## src/rtl/bus_swap_pkg.sv

```systemverilog
// Shared types for the bus-based register transfer controller.
//   op_e    : command opcodes as encoded on the op input
//   state_e : controller sequencing states
package bus_swap_pkg;

   typedef enum logic [1:0] {
      OP_LOAD  = 2'b00,
      OP_MOVE  = 2'b01,
      OP_SWAP  = 2'b10,
      OP_CLEAR = 2'b11
   } op_e;

   typedef enum logic [2:0] {
      IDLE = 3'd0,
      T1   = 3'd1,
      T2   = 3'd2,
      T3   = 3'd3,
      FIN  = 3'd4
   } state_e;

endpackage

```

## src/rtl/bus_swap_unit_reg_bank.sv

```systemverilog
// Register bank on the shared bus: NUM_REGS data registers plus TMP at
// index NUM_REGS.
//   clk, rst  : clock, synchronous active-low clear of every register
//   ld        : one-hot capture strobe, selected register takes bus_data
//   bus_data  : shared bus value
//   oe        : one-hot driver select, oe_data is the selected register
//   rd_sel    : read-port index, rd_data is 0 for indices past the data regs
module reg_bank
   import bus_swap_pkg::*;
#(
   parameter int DATA_W   = 8,
   parameter int NUM_REGS = 4,
   parameter int SEL_W    = $clog2(NUM_REGS)
) (
   input  logic              clk,
   input  logic              rst,
   input  logic [NUM_REGS:0] ld,
   input  logic [DATA_W-1:0] bus_data,
   input  logic [NUM_REGS:0] oe,
   output logic [DATA_W-1:0] oe_data,
   input  logic [SEL_W-1:0]  rd_sel,
   output logic [DATA_W-1:0] rd_data
);

   logic [DATA_W-1:0] regs [NUM_REGS+1];

   always_ff @(posedge clk) begin
      if (!rst) begin
         for (int i = 0; i <= NUM_REGS; i++) regs[i] <= '0;
      end else begin
         for (int i = 0; i <= NUM_REGS; i++) begin
            if (ld[i]) regs[i] <= bus_data;
         end
      end
   end

   // AND-OR mux: oe is one-hot, so no priority is needed.
   always_comb begin
      oe_data = '0;
      for (int i = 0; i <= NUM_REGS; i++) begin
         if (oe[i]) oe_data = oe_data | regs[i];
      end
   end

   // TMP is deliberately not reachable from the read port.
   always_comb begin
      rd_data = '0;
      for (int i = 0; i < NUM_REGS; i++) begin
         if (rd_sel == SEL_W'(i)) rd_data = regs[i];
      end
   end

endmodule

```

## src/rtl/bus_swap_unit.sv

```systemverilog
// Register transfer controller: runs LOAD/MOVE/SWAP/CLEAR over a shared
// one-hot bus into its own register bank, with start/done host handshake.
//   start, op, src_sel, dst_sel, ext_data : command, sampled in IDLE
//   rd_sel, rd_data : combinational read port into the data registers
//   busy, done, err : status; err qualifies the done pulse
//   bus_oe, bus_ld  : one-hot bus driver / capture strobes (bit NUM_REGS = TMP)
//
// state | meaning
// IDLE  | waiting for start
// T1    | index check; single transfer, or R[dst] -> TMP for SWAP
// T2    | SWAP: R[src] -> R[dst]
// T3    | SWAP: TMP -> R[src]
// FIN   | done pulse, no transfer
module bus_swap_unit
   import bus_swap_pkg::*;
#(
   parameter  int DATA_W   = 8,
   parameter  int NUM_REGS = 4,
   localparam int SEL_W    = $clog2(NUM_REGS)
) (
   input  logic              clk,
   input  logic              rst,
   input  logic              start,
   input  logic [1:0]        op,
   input  logic [SEL_W-1:0]  src_sel,
   input  logic [SEL_W-1:0]  dst_sel,
   input  logic [DATA_W-1:0] ext_data,
   input  logic [SEL_W-1:0]  rd_sel,
   output logic [DATA_W-1:0] rd_data,
   output logic              busy,
   output logic              done,
   output logic              err,
   output logic [NUM_REGS:0] bus_oe,
   output logic [NUM_REGS:0] bus_ld
);

   localparam logic [SEL_W:0]    N_LIM  = (SEL_W+1)'(NUM_REGS);
   localparam logic [NUM_REGS:0] TMP_OH = {1'b1, {NUM_REGS{1'b0}}};

   state_e              state_q, state_nxt;
   op_e                 op_q;
   logic [SEL_W-1:0]    src_q, dst_q;
   logic [DATA_W-1:0]   data_q;
   logic                err_q;
   logic                cmd_ok;
   logic [NUM_REGS:0]   oe, ld;
   logic [DATA_W-1:0]   bus_data, oe_data;

   function automatic logic [NUM_REGS:0] onehot(input logic [SEL_W-1:0] idx);
      return (NUM_REGS+1)'(1) << idx;
   endfunction

   // src only matters for ops that read a register.
   always_comb begin
      cmd_ok = ({1'b0, dst_q} < N_LIM);
      if (op_q == OP_MOVE || op_q == OP_SWAP) begin
         cmd_ok = cmd_ok && ({1'b0, src_q} < N_LIM);
      end
   end

   always_ff @(posedge clk) begin
      if (!rst) begin
         state_q <= IDLE;
         op_q    <= OP_LOAD;
         src_q   <= '0;
         dst_q   <= '0;
         data_q  <= '0;
         err_q   <= 1'b0;
      end else begin
         state_q <= state_nxt;
         if (state_q == IDLE && start) begin
            op_q   <= op_e'(op);
            src_q  <= src_sel;
            dst_q  <= dst_sel;
            data_q <= ext_data;
         end
         if (state_q == T1) err_q <= !cmd_ok;
      end
   end

   always_comb begin
      state_nxt = state_q;
      oe        = '0;
      ld        = '0;
      done      = 1'b0;
      err       = 1'b0;
      case (state_q)
         IDLE: if (start) state_nxt = T1;
         T1: begin
            state_nxt = FIN;
            if (cmd_ok) begin
               case (op_q)
                  OP_LOAD:  ld = onehot(dst_q);
                  OP_MOVE: begin
                     oe = onehot(src_q);
                     ld = onehot(dst_q);
                  end
                  OP_CLEAR: ld = onehot(dst_q);
                  OP_SWAP: begin
                     oe        = onehot(dst_q);
                     ld        = TMP_OH;
                     state_nxt = T2;
                  end
               endcase
            end
         end
         T2: begin
            oe        = onehot(src_q);
            ld        = onehot(dst_q);
            state_nxt = T3;
         end
         T3: begin
            oe        = TMP_OH;
            ld        = onehot(src_q);
            state_nxt = FIN;
         end
         FIN: begin
            done      = 1'b1;
            err       = err_q;
            state_nxt = IDLE;
         end
         default: state_nxt = IDLE;
      endcase
   end

   // With nothing driving, the bus carries the latched LOAD value (or 0 for CLEAR).
   always_comb begin
      if (|oe)                 bus_data = oe_data;
      else if (op_q == OP_LOAD) bus_data = data_q;
      else                     bus_data = '0;
   end

   reg_bank #(
      .DATA_W   (DATA_W),
      .NUM_REGS (NUM_REGS),
      .SEL_W    (SEL_W)
   ) u_reg_bank (
      .clk      (clk),
      .rst      (rst),
      .ld       (ld),
      .bus_data (bus_data),
      .oe       (oe),
      .oe_data  (oe_data),
      .rd_sel   (rd_sel),
      .rd_data  (rd_data)
   );

   assign busy   = (state_q != IDLE);
   assign bus_oe = oe;
   assign bus_ld = ld;

endmodule
```

## config.mk

```make
export PLATFORM = sky130hd
export DESIGN_NAME = bus_swap_unit
export DESIGN_NICKNAME = d
export VERILOG_FILES = /design/src/rtl/bus_swap_pkg.sv /design/src/rtl/bus_swap_unit_reg_bank.sv /design/src/rtl/bus_swap_unit.sv
export SDC_FILE = /design/constraint.sdc
export NUM_CORES = 1
export LEC_CHECK = 0
export ABC_AREA = 0
export CAP_MARGIN = 25
export CORE_MARGIN = 2
export CORE_UTILIZATION = 50
export DETAILED_ROUTE_END_ITERATION = 8
export PLACE_DENSITY_LB_ADDON = 0.2
export SYNTH_ARGS = -nofsm -noshare
export SYNTH_HDL_FRONTEND = slang
export SYNTH_SLANG_ARGS = --single-unit
```

## constraint.sdc

```tcl
create_clock -name clk -period 2.6 [get_ports clk]
set_clock_uncertainty 0.2 [all_clocks]
set_input_delay 0.52 -clock clk [delete_from_list [all_inputs] [get_ports clk]]
set_output_delay 0.52 -clock clk [all_outputs]
set_load 0.01 [all_outputs]
```

After elaboration in Yosys (flattened, before gate mapping)
Memories as Yosys holds them, arrays and structs flattened.
Cells that the tools add are included.
{ "totals": {"regBits": 17, "ram_bits": 40, "elab_cells": 75, "n_memories": 1} }
{ "mem_list": {"columns": ["name", "words", "word_bits", "read_ports", "rd_ports_with_merged_regs", "write_ports", "line_no", "text"], "rows": [
  ["u_reg_bank.regs", 5, 8, 5, 0, 5, "bus_swap_unit_reg_bank.sv:25", "logic [DATA_W-1:0] regs [NUM_REGS+1];"]
]} }
{ "op_classes": {"eq_ne": 11, "n_shift": 2, "n_mux": 40, "bitwise_logic": 9, "reduce_logical": 7} }
{ "op_table": {"columns": ["operator", "count"], "rows": [
  ["$mux 8", 16],
  ["$or 8x8->8", 4],
  ["$pmux 5 s3", 2],
  ["$pmux 5 s2", 2],
  ["$mux 1", 17],
  ["$pmux 3 s4", 1],
  ["$shl 1x2->5 const A", 2],
  ["$eq 2x2->1 const B", 4],
  ["$eq 3x2->1 const B", 2],
  ["$mux 3", 2],
  ["$or 1x1->1", 5],
  ["$reduce_or 5->1", 1],
  ["$eq 2x1->1 const B", 2],
  ["$logic_not 2->1", 2],
  ["$eq 3x1->1 const B", 1],
  ["$eq 3x3->1 const B", 1],
  ["$logic_not 3->1", 1],
  ["$reduce_bool 3->1", 1],
  ["$reduce_or 3->1", 1],
  ["$ne 2x2->1 const B", 1],
  ["$logic_and 1x1->1", 1]
]} }

Depth between registers and ports, before layout
Gate-level depths: netlist of the first run.
{ "logic_depth": {"depth_word": 14, "depth_mapped": 8, "mapped_depth_nobuf": 6} }

Modules after synthesis
From an unflattened synthesis of the first run, not the netlist that was laid out.
{ "unflattened": {"hier_cells": 247, "hier_area_um2": 2851.5} }
{ "modules_own_cells": {"columns": ["module", "instances", "cells_each", "area_each_um2", "seq_area_each_um2"], "rows": [
  ["reg_bank", 1, 103, 1716.6, 1201.2],
  ["bus_swap_unit", 1, 144, 1134.8, 340.3]
]} }

Least setup slack after synthesis of the first run
No wires, ideal clock.
{ "synth_path": {"path_kind": "flip-flop to flip-flop", "from": "register op_q[0]", "to": "memory u_reg_bank.regs[0][0], enable pin", "t_arrival_ns": 1.844, "required_ns": 2.024, "setup_slack_ns": 0.180, "stages_incl_launch_ff": 7, "path_cell_list": "dfxtp_1 -> inv_1 -> ha_1 -> or3b_1 -> a211oi_1 -> inv_1 -> o211ai_1"} }
{ "synth_rtl": {"columns": ["element", "line_no", "text"], "rows": [
  ["start: declaration", "bus_swap_unit.sv:41", "op_e op_q;"],
  ["start signal: assignment", "bus_swap_unit.sv:72", "op_q <= op_e'(op);"],
  ["end: declaration", "bus_swap_unit_reg_bank.sv:25", null]
]} }

Worst setup path in the final report of the first run
{ "layout_path": {"from": "register op_q[0]", "to": "output port bus_ld[0]"} }
{ "layout_between": {"elab_chain_len": 4} }
{ "layout_lines": {"columns": ["element", "line_no", "text"], "rows": [
  ["$eq 2x1->1 (tied with other cells)", "bus_swap_unit.sv:92", "case (op_q)"],
  ["$reduce_or 3->1 (no line)", null, null],
  ["$pmux 5 s2 *", "bus_swap_unit.sv:92", null],
  ["$pmux 5 s3 *", "bus_swap_unit.sv:87", "case (state_q)"],
  ["end: declaration", "bus_swap_unit.sv:34", "output logic [NUM_REGS:0] bus_ld"]
]} }
Mark *: on every way between the ends. The rest lies on a longest branch, timed or not.

==> flow_summary.yaml, run 1 <==
clock_tree:
  cts_buffers: 9
  cts_sinks: 57
  clock-root-buffer: "clkbuf_8"
  cts_hold_buf: 0
  clock_path_buffers: 2
  clk_pin_slew_ns: 0.06
  h-tree-depth: 3
  cts_tree: "done"
  clkLatencyLatePin_ns: 0.35
power_and_ir_drop:
  powerDensity_nw_per_um2: 550
  p_total_mw: 2.19
  p_int_mw: 1.62
  pwr-share-seq: 0.488
  swShare: 0.262
  p_clk_frac: 0.365
  power.leakage_nw: 1.44
  p_sw_mw: 0.575
  peakVddDrop_v: 0.000426
  comb_power_share: 0.148
placed_design:
  gp_congestion: 0.873
  io_buffers: 38
  dp.cells: 414
  dp_hpwl_um: 5880
  placed_area_um2: 3740
synthesis:
  synth_compound_area_frac: 0.209
  synth_area_leader_cell: "edfxtp_1"
  synth_edf_count: 40
  muxShareOfSynthArea: 0.0888
  synth_top_area_frac: 0.391
  yosys.area_share.simple: 0.134
  synth_area_leaders: "edfxtp_1 39%, dfxtp_1 11%, mux4_2 6.6%"
  async_flop_share: 0
  netlist_instances: 287
  avgSynthCellArea_um2: 10.7
  synthFlopType: "edfxtp_1"
  synth_top_family_by_area: "compound AO/OA/AOI/OAI gates"
  ys_warn_count: 0
  synthXorXnorAreaFrac: 0
  synth_cell_types: 41
  synth.ff_latch_count: 57
  synth_fp_nets: 309
  yosysSeqAreaShare: 0.502
  synthAdderAreaFrac: 0.0122
  syn_area_um2: 3070
critical_path:
  slowest_stage: "or3b_4"
  path_cells: "inv_2 -> ha_4 -> or3b_4 -> a211oi_2 -> inv_1 -> o21ai_1 -> buf_2"
  worstSetupEndpointType: "primary output"
  rrSetupSlack_ns: 0.22
  worstSetupEndpoint: "bus_ld[0]"
  crit_fanout: 2
  critical_path_class: "reg2out"
  required_ns: 1.88
  path_delay_family: "simple AND/OR/NAND/NOR gates"
  crit_arrival_ns: 1.88
  crit_buf_inv: 3
  reg2reg_to: "u_reg_bank.regs[0][32]"
  slowest_delay_ns: 0.40
  startpoint_type: "flop"
  worst-path-stages: 7
  reg2reg_depth: 8
  timing.critical_path.from: "op_q[0]"
  r2r_start: "op_q[1]"
timing:
  finalCritPeriodShare: 0.999
  finalSetupViolations: 0
  whs_ns: 0.265
  fmax_mhz: 385
  maxSlewViolCount: 0
  period_needed_ns: 2.60
  final_hold_viol_count: 0
  worst_pin_slew_ns: 0.606
  slew_headroom: 0.596
  rsz0062_at_grt: "true"
layout:
  multi_input_area_um2: 1440
  layout.area.seq_um2: 1550
  fillCellCount: 469
  final_util: 0.674
  area_growth_pct: 29.9
  layout-drive-gt1-share: 0.292
  layout_common_cells: "40 x edfxtp_1, 39 x buf_4, 33 x nand2_1, 33 x o21ai_0, 23 x a21oi_1"
  stdcell_count: 435
  diodes: 0
  layout_commonest_cell: "edfxtp_1"
  final_area_um2: 3990
  nets: 377
floorplan:
  die_h_um: 82.4
  start_util: 0.519
  ios: 40
  core_area_um2: 5920
  rows: 28
  die-area_um2: 6790
  die_w_um: 82.4
routing:
  via_per_inst: 6.40
  route.detailed.drc: 0
  drt_pass1_iterations: 5
  drt_iter0_drc: 272
  wl_per_cell_um: 20.1
  final_antenna_net_count: 0
  vias: 2785
  wl_um: 8760
global_routing:
  grt_pass1_vias: 2723
  grt_pass1_wl_um: 13900
  grtUsageTotal: 0.288
  antenna_found_initial: 0
  grt_remaining_overflow: 0
  grt_max_degree: 15
min_path:
  holdCritPathClass: "reg2reg"
job:
  max_cap_viol_count: 0
outcome:
  status: "finished, final reports clean"
-- metrics by stage --
stage / TNS [ns] / setup slack [ns]
2_1_floorplan: 0 / 0.180
3_3_place_gp: -2.64 / -0.294
3_5_place_dp: -2.71 / -0.307
4_1_cts: -0.0368 / -0.0368
5_1_grt: -0.150 / -0.0909
6_report: 0 / 0.00157
-- worst min-delay path by stage --
stage / startpoint / endpoint / slack [ns] / depth (start not counted)
finish: data_q[5] / data_q[5] / 0.26 / 2
global route: data_q[4] / data_q[4] / 0.30 / 2
CTS: data_q[5] / data_q[5] / 0.27 / 2
detailed placement: data_q[5] / data_q[5] / 0.26 / 2
global placement: data_q[5] / data_q[5] / 0.25 / 2
floorplan: data_q[5] / data_q[5] / 0.24 / 2
-- cells in the mapped netlist, types with 7 or more instances --
cell type and count:
edfxtp_1 40, nor2_1 8, clkbuf_1 12, o22ai_1 11
nand2_1 34, a211oi_1 16, a32o_1 7, o21ai_0 36
mux2i_1 7, and4_1 7, mux4_2 9, dfxtp_1 17
a21oi_1 24
-- registers in the layout, indices dropped and copies added, names as in the netlist --
name             cells
data_q               8
src_q                2
dst_q                2
op_q                 2
u_reg_bank.regs     40
state_q              3
-- layout make-up --
| type | instances | share of cell area |
|---|---|---|
| Multi-Input combinational cell | 197 | 0.362 |
| Clock inverter | 6 | 0.0151 |
| Sequential cell | 57 | 0.387 |
| Clock buffer | 10 | 0.0320 |
| Inverter | 9 | 0.00972 |
| Tap cell | 75 | 0.0235 |
| Timing Repair Buffer | 81 | 0.171 |
-- power by group through the flow --
stage / clock network, mW / logic, mW / registers (mW)
global placement: 0 / 0.309 / 1.08
detailed placement: 0 / 0.315 / 1.08
finish: 0.800 / 0.324 / 1.07
CTS: 0.799 / 0.315 / 1.07
global route: 0.846 / 0.352 / 1.07
floorplan: 0 / 0.175 / 1.06
-- worst register-to-register path, delay by kind of cell (launching register included) --
family / cells / cell delay [ns]
AO/OA/AOI/OAI: 3 / 0.75
flip-flops: 1 / 0.35
AND/OR/NAND/NOR: 1 / 0.18
adder cells (fa/ha/maj): 1 / 0.32
buffers and inverters: 3 / 0.33
-- what timing repair did --
action / 4_1_cts / 5_1_grt
setup buffers: 4 / 1
pin swaps: 2 / 4
resized for setup: 63 / 19
endpoints found under the setup margin: 17 / 9
-- cell families (layout without fill, tap and decap cells) --
group                      after synthesis  after routing
DFF                                     57             57
buffers and inverters                   33            106
adders and majority gates                3              3
AOI/OAI and AO/OA                      104            104
other                                    1              1
muxes                                   16             16
and+or+nand+nor                         73             73
-- routing by layer --
| layer | GRT usage | share of wire | up-vias |
|---|---|---|---|
| met5 | 0 | 0 | - |
| met4 | 0.130 | 0.028 | 0 |
| met3 | 0.102 | 0.098 | 29 |
| met2 | 0.423 | 0.46 | 184 |
| met1 | 0.381 | 0.42 | 1333 |
| li1 | - | - | 1239 |
Power figures use the tool's default switching activity.
==> inputs of run 2 (changes only) <==
- CAP_MARGIN: 25 -> 0
==> results of run 2 <==
Same layout as run 1: the final DEF is identical, and so are final timing and power.
